===== src/rtl/tuner_led_ctrl.sv =====
// tuner_led_ctrl: drives the 3xTLC5916 tuner LED chain through the
// serial LED interface, with update coalescing and periodic refresh.
module tuner_led_ctrl #(
  parameter int unsigned DATA_W      = 24,
  parameter int unsigned TUNE_W      = 16,
  parameter int unsigned SHIFT       = 4,
  parameter int unsigned CLK_DIV     = 8,
  parameter int unsigned REFRESH_W   = 20,
  parameter logic [7:0]  BRIGHT_INIT = 8'hFF
) (
  input  logic              clk_i,
  input  logic              rst_i,
  input  logic [TUNE_W-1:0] tune_i,
  input  logic              tune_wr_i,
  input  logic              blank_i,
  input  logic [7:0]        bright_i,
  input  logic              bright_wr_i,
  input  logic              busy_i,
  output logic              wr_o,
  output logic              mode_o,
  output logic [DATA_W-1:0] data_o,
  output logic              en_o,
  output logic              err_o
);

  localparam int unsigned C     = DATA_W / 2;
  localparam int unsigned IW    = $clog2(DATA_W);
  localparam int unsigned PW    = TUNE_W + 1;
  localparam int unsigned DIV_W =
    (CLK_DIV > 1) ? $clog2(CLK_DIV) : 1;
  localparam logic [DIV_W-1:0] DIV_TC =
    DIV_W'(CLK_DIV - 1);
  // Pend rises 3 clocks early so the IDLE load and ISSUE land
  // exactly 2^REFRESH_W clocks after the previous pattern ISSUE.
  localparam logic [REFRESH_W-1:0] REF_TC =
    REFRESH_W'((64'd1 << REFRESH_W) - 64'd3);
  localparam logic [2:0] TMO = 3'd6;

  typedef enum logic [1:0] {
    IDLE,
    ISSUE,
    WAIT_HI,
    WAIT_LO
  } state_e;

  state_e state_q, state_d;

  logic [7:0]           bright_q, bright_d;
  logic [DATA_W-1:0]    pat_q, pat_d;
  logic                 cfg_pend_q, cfg_pend_d;
  logic                 pat_pend_q, pat_pend_d;
  logic [DATA_W-1:0]    data_q, data_d;
  logic                 mode_q, mode_d;
  logic                 wr_q, wr_d;
  logic [2:0]           tmr_q, tmr_d;
  logic                 err_q, err_d;
  logic [REFRESH_W-1:0] ref_q, ref_d;
  logic [DIV_W-1:0]     div_q, div_d;
  logic                 en_q, en_d;

  logic signed [TUNE_W-1:0] sh;
  logic [PW-1:0]            pos;
  logic [DATA_W-1:0]        dec;

  // pos is one bit wider than tune so s+C cannot wrap before the clamp
  always_comb begin
    sh  = $signed(tune_i) >>> SHIFT;
    pos = {sh[TUNE_W-1], sh} + PW'(C);
    dec = '0;
    if (blank_i) begin
      dec = '0;
    end else if (sh == '0) begin
      dec[C-1] = 1'b1;
      dec[C]   = 1'b1;
    end else if (pos[PW-1]) begin
      dec[0] = 1'b1;
    end else if (pos > PW'(DATA_W - 1)) begin
      dec[DATA_W-1] = 1'b1;
    end else begin
      dec[pos[IW-1:0]] = 1'b1;
    end
  end

  always_comb begin
    div_d = (div_q == DIV_TC) ? '0 : div_q + DIV_W'(1);
    en_d  = (div_q == DIV_TC);
  end

  always_comb begin
    state_d    = state_q;
    bright_d   = bright_wr_i ? bright_i : bright_q;
    pat_d      = tune_wr_i ? dec : pat_q;
    cfg_pend_d = cfg_pend_q;
    pat_pend_d = pat_pend_q;
    data_d     = data_q;
    mode_d     = mode_q;
    wr_d       = 1'b0;
    tmr_d      = tmr_q;
    err_d      = err_q;
    ref_d      = ref_q + REFRESH_W'(1);
    unique case (state_q)
      IDLE: begin
        if (!busy_i && cfg_pend_q) begin
          data_d     = {(DATA_W/8){bright_q}};
          mode_d     = 1'b1;
          cfg_pend_d = 1'b0;
          state_d    = ISSUE;
        end else if (!busy_i && pat_pend_q) begin
          data_d     = pat_q;
          mode_d     = 1'b0;
          pat_pend_d = 1'b0;
          state_d    = ISSUE;
        end
      end
      ISSUE: begin
        wr_d    = 1'b1;
        tmr_d   = '0;
        state_d = WAIT_HI;
        if (!mode_q) ref_d = '0;
      end
      WAIT_HI: begin
        if (busy_i) begin
          state_d = WAIT_LO;
        end else if (tmr_q == TMO) begin
          err_d   = 1'b1;
          state_d = IDLE;
        end else begin
          tmr_d = tmr_q + 3'd1;
        end
      end
      WAIT_LO: begin
        if (!busy_i) state_d = IDLE;
      end
      default: state_d = IDLE;
    endcase
    // new requests win over the clear of a load in the same clock
    if (ref_q == REF_TC) pat_pend_d = 1'b1;
    if (tune_wr_i)       pat_pend_d = 1'b1;
    if (bright_wr_i)     cfg_pend_d = 1'b1;
  end

  always_ff @(posedge clk_i) begin
    if (rst_i) begin
      state_q    <= IDLE;
      bright_q   <= BRIGHT_INIT;
      pat_q      <= '0;
      cfg_pend_q <= 1'b1;
      pat_pend_q <= 1'b1;
      data_q     <= '0;
      mode_q     <= 1'b0;
      wr_q       <= 1'b0;
      tmr_q      <= '0;
      err_q      <= 1'b0;
      ref_q      <= '0;
      div_q      <= '0;
      en_q       <= 1'b0;
    end else begin
      state_q    <= state_d;
      bright_q   <= bright_d;
      pat_q      <= pat_d;
      cfg_pend_q <= cfg_pend_d;
      pat_pend_q <= pat_pend_d;
      data_q     <= data_d;
      mode_q     <= mode_d;
      wr_q       <= wr_d;
      tmr_q      <= tmr_d;
      err_q      <= err_d;
      ref_q      <= ref_d;
      div_q      <= div_d;
      en_q       <= en_d;
    end
  end

  assign wr_o   = wr_q;
  assign mode_o = mode_q;
  assign data_o = data_q;
  assign en_o   = en_q;
  assign err_o  = err_q;

endmodule


===== config.mk =====
export PLATFORM = sky130hd
export DESIGN_NAME = tuner_led_ctrl
export DESIGN_NICKNAME = d
export VERILOG_FILES = /design/src/rtl/tuner_led_ctrl.sv
export SDC_FILE = /design/constraint.sdc
export NUM_CORES = 1
export LEC_CHECK = 0
export CAP_MARGIN = 20
export CORE_MARGIN = 2
export CORE_UTILIZATION = 58
export DETAILED_ROUTE_END_ITERATION = 8
export GPL_TIMING_DRIVEN = 0
export PLACE_DENSITY_LB_ADDON = 0.1
export SLEW_MARGIN = 20
export SYNTH_ARGS = -nofsm -noshare
export SYNTH_HDL_FRONTEND = slang
export SYNTH_SLANG_ARGS = --single-unit

===== constraint.sdc =====
create_clock -name clk_i -period 5.2 [get_ports clk_i]
set_clock_uncertainty 0.05 [all_clocks]
set_input_delay 1.04 -clock clk_i [delete_from_list [all_inputs] [get_ports clk_i]]
set_output_delay 1.04 -clock clk_i [all_outputs]
set_load 0.02 [all_outputs]

# == Yosys cells after proc, flatten, opt, wreduce, memory -nomap -nowiden ==
# Index checks and enable logic that the tools add are counted.
# word_totals
register_bits,90
in_bits,30
output_inout_bits,28
word_cells,76
# classes
addsub,4
order_cmp,3
eq_ne,11
mux,26
bitwise_logic,2
reduce_logical,17
# ops
operator,n
2-to-1 mux 24 bit,3
2-to-1 mux 23 bit,2
2-to-1 mux 20 bit,2
2-to-1 mux 11 bit,2
adder 20 x 1 -> 20 bit (second input constant),1
equality test 20 bit (second input constant),1
greater-than comparator 17 x 5 -> 1 bit (second input constant),1
logical NOT 16 bit,1
adder 12 x 5 -> 13 bit (second input constant),1
2-to-1 mux 2 bit,6
AND reduction 3 bit,4
case mux 2 bit (4 select lines),1
adder 3 x 1 -> 3 bit (second input constant),2
equality test 3 bit (second input constant),2
less-than comparator 5 x 6 -> 1 bit (second input constant),1
2-to-1 mux 1 bit,6
2-to-1 mux 3 bit,2
inequality test 2 bit (second input constant),3
inequality test 3 bit (second input constant),2
case mux 3 bit (2 select lines),1
demux 1 bit (select 5 bit),1
greater-or-equal comparator 5 x 1 -> 1 bit (second input constant),1
equality test 2 bit (second input constant),2
AND reduction 2 bit,2
8 further kinds,13

# == Longest topological paths before layout ==
# Gate-level depths: netlist of run 1.
# depth
depth_word,9
depth_mapped,9
ltp_nobuf,7

# == Worst setup path before layout of run 1 ==
# OpenSTA, ideal clock, no wires.
# synth_path
path_type,input port to flip-flop
startpoint,in tune_i[6]
endpoint,reg pat_q[5]
arrival_ns,2.580
path_slack_ns,2.447
stages,8
path_buffers,1
cell_sequence,buf_6 > inv_1 > ha_1 > nor4b_1 > a41oi_2 > nor4b_1 > nand4_1 > o21ai_0
# synth_between
elab_chain_cells,9
elab_cells_between_ends,12
# synth_rtl
element,line,rtl
"start, declared",13,"input logic [TUNE_W-1:0] tune_i,"
adder 12 x 5 -> 13 bit,68,"pos = {sh[TUNE_W-1], sh} + PW'(C);"
less-than comparator 5 x 6 -> 1 bit (not written as such) / greater-or-equal comparator 5 x 1 -> 1 bit (equally long branches),80,dec[pos[IW-1:0]] = 1'b1;
logical AND 1 bit (not written as such),80,
2-to-1 mux 1 bit (not written as such),80,
demux 1 bit (select 5 bit),80,
2-to-1 mux 23 bit,77,end else if (pos > PW'(DATA_W - 1)) begin
2-to-1 mux 23 bit,75,end else if (pos[PW-1]) begin
2-to-1 mux 11 bit *,72,end else if (sh == '0) begin
2-to-1 mux 24 bit *,70,if (blank_i) begin
"end signal, assigned",160,pat_q <= pat_d;
"end, declared",49,"logic [DATA_W-1:0] pat_q, pat_d;"
# Every way passes the cells marked *; elsewhere a longest branch is shown, timed or not.
# A chain may end at the register's enable or synchronous reset.

# == Final worst setup path of run 1 ==
# layout_path
startpoint,in tune_i[7]
endpoint,reg pat_q[10]
# Same word-level chain as after synthesis.

==> impl_metrics.py, run 1 <==
metrics = {
    "die": {
        "die-height_um": 86.94,
        "core_um2": 6719,
        "die_x_um": 86.94,
        "num_rows": 30,
        "io_pins": 58,
        "start_util": 0.5939,
        "dieArea_um2": 7559,
    },
    "place": {
        "place_hpwl_um": 6796,
        "dp_cells": 590,
        "postPlaceCellArea_um2": 4601,
        "io_buffers": 51,
        "gp_congestion": 0.8579,
        "pre_cts_slack_ns": 1.756,
    },
    "clock_tree": {
        "htree_levels": 3,
        "cts_hold_buf": 0,
        "cts_resized": 0,
        "root_buffer": "clkbuf_8",
        "cts.sinks": 90,
        "clk_pin_slew_ns": 0.09,
        "clock_path_buffers": 2,
        "clk_latency_ns": 0.36,
        "cts_made_buffers": 9,
        "cts_tree": "yes",
        "postCtsSetupBuffers": 0,
    },
    "worst_setup_path": {
        "endpoint_kind": "flip-flop",
        "crit_buf_inv": 2,
        "start_kind": "primary input",
        "rr_worst_depth": 6,
        "worstPathCellList": "clkdlybuf4s50_1, inv_1, ha_1, nor4b_1, a41oi_2, nor4b_1, nand4_1, o21ai_0",
        "cpMaxStageDelayCell": "nor4b_1",
        "critPathMaxStageDelay_ns": 0.55,
        "cp_top_family": "simple AND/OR/NAND/NOR gates",
        "arrival_ns": 3.34,
        "startpoint": "tune_i[7]",
        "crit_top_cell": "nor4b_1",
        "cp_num_cells": 8,
        "crit_path_end": "pat_q[10]",
        "r2r_end": "data_o[14]",
        "reg2reg_slack_ns": 3.23,
        "required_ns": 5.38,
        "critPathMaxFanout": 9,
        "crit-reg2reg-launch": "state_q[1]",
        "crit_type": "in -> reg",
    },
    "route": {
        "vias": 3495,
        "drcViolationCount": 0,
        "avgViaCountPerCell": 5.777,
        "wirelength_um": 8870,
        "detail-route-antenna-nets": 0,
        "drt-initial-drc-count": 212,
        "drtPass1Iterations": 4,
        "routedWlPerCell_um": 14.66,
    },
    "power": {
        "p_comb_frac": 0.173,
        "switchingPower_uw": 406.5,
        "ir_drop_mv": 0.1954,
        "leakage_nw": 1.769,
        "fin_total_pwr_mw": 1.401,
        "p_seq_frac": 0.528,
        "p_int_uw": 994.7,
        "power_density_nw_per_um2": 293.9,
        "clkPwrFrac": 0.299,
        "switching_share": 0.2901,
    },
    "global_route": {
        "grt_pass1_wl_um": 14630,
        "grt_pass1_vias": 3183,
        "grt_start_max_net_pins": 16,
        "antenna_found_initial": 0,
        "overflow": 0,
        "grt.total_usage": 0.2454,
    },
    "logic_synthesis": {
        "synth_ff_type": "dfxtp_1",
        "yosysMostFrequentCell": "dfxtp_1",
        "syn-cell-area_um2": 3990,
        "synthTopCellsByArea": "dfxtp_1 45%, nor2_1 6.1%, a211oi_1 4.5%",
        "synth.largest_area_cell": "dfxtp_1",
        "synth_top_area_share": 0.4516,
        "synthDistinctLibCells": 58,
        "syn_inst": 459,
        "synth-seq-area-share": 0.4516,
        "synthArstFlopShare": 0,
        "ys_ff_latch": 90,
        "synth.net_count": 497,
        "netlist_top_cells_count": "90 x dfxtp_1, 65 x nor2_1, 48 x nand2_1",
        "yosysWarnings": 0,
        "syn_avg_cell_area_um2": 8.693,
        "synth_edf_count": 0,
    },
    "outcome": {
        "status": "completed",
    },
    "timing": {
        "tightest_slew_ns": 0.6180,
        "setup-violations-final": 0,
        "fin_crit_sh": 0.6073,
        "timing.fmax_mhz": 316.6,
        "hold_viol": 0,
        "tns_ns": 0,
        "finalMaxSlewViolations": 0,
        "timing.slew.headroom": 0.5822,
        "setup_slack_ns": 2.042,
        "finalCriticalPeriod_ns": 3.158,
        "whs_ns": 0.3822,
        "rsz0062_at_grt": "false",
    },
    "cells_and_area": {
        "final_area_um2": 4767,
        "diodes": 0,
        "final_core_util": 0.7095,
        "nets": 559,
        "fillers": 573,
        "syn2layout_area_growth_pct": 19.47,
        "drive_gt1_frac": 0.07810,
        "final_cells": 605,
    },
    "run": {
        "cap_viol_max_count": 0,
    },
    "worst_hold_path": {
        "min_delay_path_depth": 1,
        "hold_class": "reg -> reg",
    },
}
==> metal layers <==
metal / vias to the layer above / global-route usage / routed length (um)
met3: 20 / 0.06256 / 490
li1: 1756 / - / -
met2: 97 / 0.3789 / 3893
met5: - / 0 / 0
met1: 1622 / 0.3317 / 4262
met4: 0 / 0.09091 / 223
==> cell families after synthesis <==
logic type / Yosys count / share of synthesized area
buffers and inverters: 40 / 0.04453
DFF: 90 / 0.4516
adders and majority gates: 8 / 0.02509
xor gates and xnor gates: 18 / 0.03951
AOI/OAI and AO/OA: 114 / 0.2038
and+or+nand+nor: 189 / 0.2355
==> flip-flops by register name, indices dropped and copies added (netlist names) <==
name and cells:
bright_q 8, cfg_pend_q 1, data_o 24, div_q 3, en_o 1, err_o 1
mode_o 1, pat_pend_q 1, pat_q 24, ref_q 20, state_q 2, tmr_q 3
wr_o 1
==> layout make-up <==
type                            count  area (um2)  share of cell area
Buffer                             24       117.6             0.02467
Clock buffer                        9       123.9             0.02598
Clock inverter                      6       42.54            0.008924
Inverter                           16       60.06             0.01260
Multi-Input combinational cell    329        2011              0.4218
Sequential cell                    90        1802              0.3780
Tap cell                           80       100.1             0.02100
Timing Repair Buffer               51       510.5              0.1071
==> cell usage in the layout, fill, tap and decap left out, types with 2 or more instances in the layout <==
cell type         n
a211oi_1         24
a21oi_1          33
a31oi_1           2
and2b_2           3
and3_1            6
and4_1            6
buf_2             2
buf_6             2
clkbuf_1         19
clkbuf_8         10
clkdlybuf4s50_1  51
clkinv_2          2
clkinvlp_4        2
dfxtp_1          90
ha_1              8
inv_1            16
nand2_1          48
nand2b_1          4
nand3_1          17
nand3_2           2
nand4_1          11
nor2_1           65
nor3_1            4
nor3b_1           2
nor4b_1           4
o211ai_1          9
o21ai_0          20
o21ai_1           2
o22ai_1           2
o31ai_1           4
o41ai_1           2
o41ai_2           3
or3_1             4
xnor2_1           7
xor2_1           11
==> worst reg2reg max path, stage by stage, from the launching register on <==
cell      delay [ns]
dfxtp_1         0.30
clkbuf_1        0.18
nor3_1          0.42
o21a_1          0.25
clkbuf_1        0.36
nor2_1          0.10
a211oi_1        0.23
==> how the worst min path moves through the flow <==
| stage | start | endpoint | slack [ns] |
|---|---|---|---|
| floorplan | div_q[0] | div_q[0] | 0.36 |
| global placement | div_q[0] | div_q[0] | 0.37 |
| detailed placement | div_q[0] | div_q[0] | 0.37 |
| CTS | div_q[0] | div_q[0] | 0.39 |
| global route | div_q[0] | div_q[0] | 0.40 |
| finish | div_q[0] | div_q[0] | 0.38 |
==> power groups by stage <==
stage	clock network, mW	logic [mW]	registers, mW
2_1_floorplan	0	0.116	0.780
3_3_place_gp	0	0.235	0.756
3_5_place_dp	0	0.240	0.757
4_1_cts	0.418	0.241	0.741
5_1_grt	0.448	0.264	0.745
6_report	0.419	0.242	0.740
(Power assumes the default switching activity.)
==> run 2, diff against run 1 <==
Settings changed: CORE_UTILIZATION 58 to 54.
Clock period 5.2 ns to 2.95 ns, I/O delays scaled along.
==> run 2 against run 1 <==
Routed wire length rose by 1.7%; global-route usage fell by 1.3 points; sequential share of layout area fell by 0.18 points; setup slack got worse by 1.8 ns; via count fell by 1.6%; total power rose by 75%; first-iteration DRC count fell by 43%; register-to-register slack got worse by 2.2 ns; cell count rose by 3.0%; sequential power rose by 77%; critical path depth did not move; clock power rose by 71%; largest power group unchanged; highest routed layer unchanged.
==> impl_metrics.py, run 2 (synthesized netlist as in run 1, its figures left out) <==
metrics = {
    "route": {
        "vias": 3440,
        "avgViaCountPerCell": 5.522,
        "drt-initial-drc-count": 121,
        "drcViolationCount": 0,
        "detail-route-antenna-nets": 0,
        "routedWlPerCell_um": 14.48,
        "wirelength_um": 9023,
        "drtPass1Iterations": 4,
    },
    "worst_setup_path": {
        "reg2reg_slack_ns": 1.04,
        "worstPathCellList": "clkdlybuf4s50_1, inv_1, ha_1, nor4b_2, a41oi_2, nor4b_1, nand4_1, o21ai_0",
        "crit-reg2reg-launch": "state_q[1]",
        "crit_type": "in -> reg",
        "required_ns": 3.18,
        "endpoint_kind": "flip-flop",
        "arrival_ns": 2.90,
        "critPathMaxStageDelay_ns": 0.55,
        "cpMaxStageDelayCell": "clkdlybuf4s50_1",
        "r2r_end": "data_o[17]",
        "critPathMaxFanout": 9,
        "rr_worst_depth": 6,
        "startpoint": "tune_i[7]",
        "crit_path_end": "pat_q[10]",
        "start_kind": "primary input",
    },
    "global_route": {
        "grt_pass1_vias": 3291,
        "antenna_found_initial": 0,
        "grt_start_max_net_pins": 14,
        "overflow": 0,
        "grt_pass1_wl_um": 15320,
        "grt.total_usage": 0.2324,
    },
    "timing": {
        "setup_slack_ns": 0.2782,
        "tns_ns": 0,
        "timing.slew.headroom": 0.6049,
        "finalMaxSlewViolations": 0,
        "finalCriticalPeriod_ns": 2.672,
        "timing.fmax_mhz": 374.3,
        "rsz0062_at_grt": "false",
        "tightest_slew_ns": 0.5884,
        "hold_viol": 0,
        "fin_crit_sh": 0.9057,
        "setup-violations-final": 0,
    },
    "cells_and_area": {
        "drive_gt1_frac": 0.07634,
        "multi_input_area_um2": 2017,
        "layout_common_cells": "90 x dfxtp_1, 65 x nor2_1, 51 x clkdlybuf4s50_1, 48 x nand2_1, 33 x a21oi_1",
        "final_cells": 623,
        "nets": 559,
        "layout.cells.most_common": "dfxtp_1",
        "final_area_um2": 4790,
        "diodes": 0,
        "fillers": 658,
        "syn2layout_area_growth_pct": 20.04,
        "regArea_um2": 1802,
    },
    "power": {
        "power_density_nw_per_um2": 511.2,
        "ir_drop_mv": 0.2188,
        "fin_total_pwr_mw": 2.449,
        "leakage_nw": 1.769,
    },
    "place": {
        "place_hpwl_um": 7072,
        "dp_cells": 609,
        "gp_congestion": 0.8686,
        "io_buffers": 51,
        "postPlaceCellArea_um2": 4624,
        "pre_cts_slack_ns": -0.1935,
    },
    "die": {
        "die_x_um": 89.96,
        "num_rows": 31,
        "dieArea_um2": 8093,
        "io_pins": 58,
        "core_um2": 7214,
        "start_util": 0.5531,
        "die-height_um": 89.96,
    },
    "run": {
        "cap_viol_max_count": 0,
    },
    "clock_tree": {
        "root_buffer": "clkbuf_8",
        "cts_tree": "yes",
        "clk_latency_ns": 0.35,
        "clock_path_buffers": 2,
        "clk_pin_slew_ns": 0.08,
        "htree_levels": 3,
        "cts.sinks": 90,
        "cts_made_buffers": 9,
        "postCtsSetupBuffers": 0,
    },
    "outcome": {
        "status": "completed",
    },
    "worst_hold_path": {
        "hold_class": "reg -> reg",
    },
}
[run 2: worst min path at each step]
stage / cells after the start / end / slack (ns) / start
2_1_floorplan: 1 / div_q[0] / 0.36 / div_q[0]
3_3_place_gp: 1 / div_q[0] / 0.37 / div_q[0]
3_5_place_dp: 1 / div_q[0] / 0.39 / div_q[0]
4_1_cts: 1 / div_q[0] / 0.40 / div_q[0]
5_1_grt: 1 / div_q[0] / 0.41 / div_q[0]
6_report: 1 / div_q[0] / 0.39 / div_q[0]
[run 2: cell type report]
class                           count  share of cell area
Timing Repair Buffer               51              0.1066
Sequential cell                    90              0.3762
Clock buffer                       11             0.02952
Tap cell                           99             0.02586
Multi-Input combinational cell    329              0.4211
Inverter                           16             0.01254
Buffer                             24             0.02456
Clock inverter                      3            0.003657
[run 2: what timing repair did]
action	in CTS	in global routing
resized for setup	0	1
endpoints found under the setup margin	0	8
hold buffers	0	0
[run 2: routing by layer]
layer	global-route usage	vias up	routed length, um
met5	0	-	0
met1	0.3063	1593	4386
met3	0.04526	14	364
met4	0.08462	0	190
li1	-	1754	-
met2	0.3819	79	4082
[run 2: power breakdown]
group          internal [mW]  total, mW  switching [mW]
Clock                  0.317      0.717           0.400
Sequential              1.27       1.31          0.0338
Combinational          0.179      0.425           0.246
Total                   1.77       2.45           0.680
[run 2: through the flow]
step | util | hold WS, ns
after floorplan | - | 0.3584
after global placement | 0.6410 | 0.3683
after detailed placement | 0.6410 | 0.3899
after CTS | 0.6630 | 0.4007
after global routing | 0.6639 | 0.4053
final | 0.6639 | 0.3923
[run 2: critical path, delay by kind of cell]
kind / cells / cell delay, ns
AOI/OAI and AO/OA: 2 / 0.63
adders and majority gates: 1 / 0.26
buffers and inverters: 2 / 0.61
and+or+nand+nor: 3 / 0.81
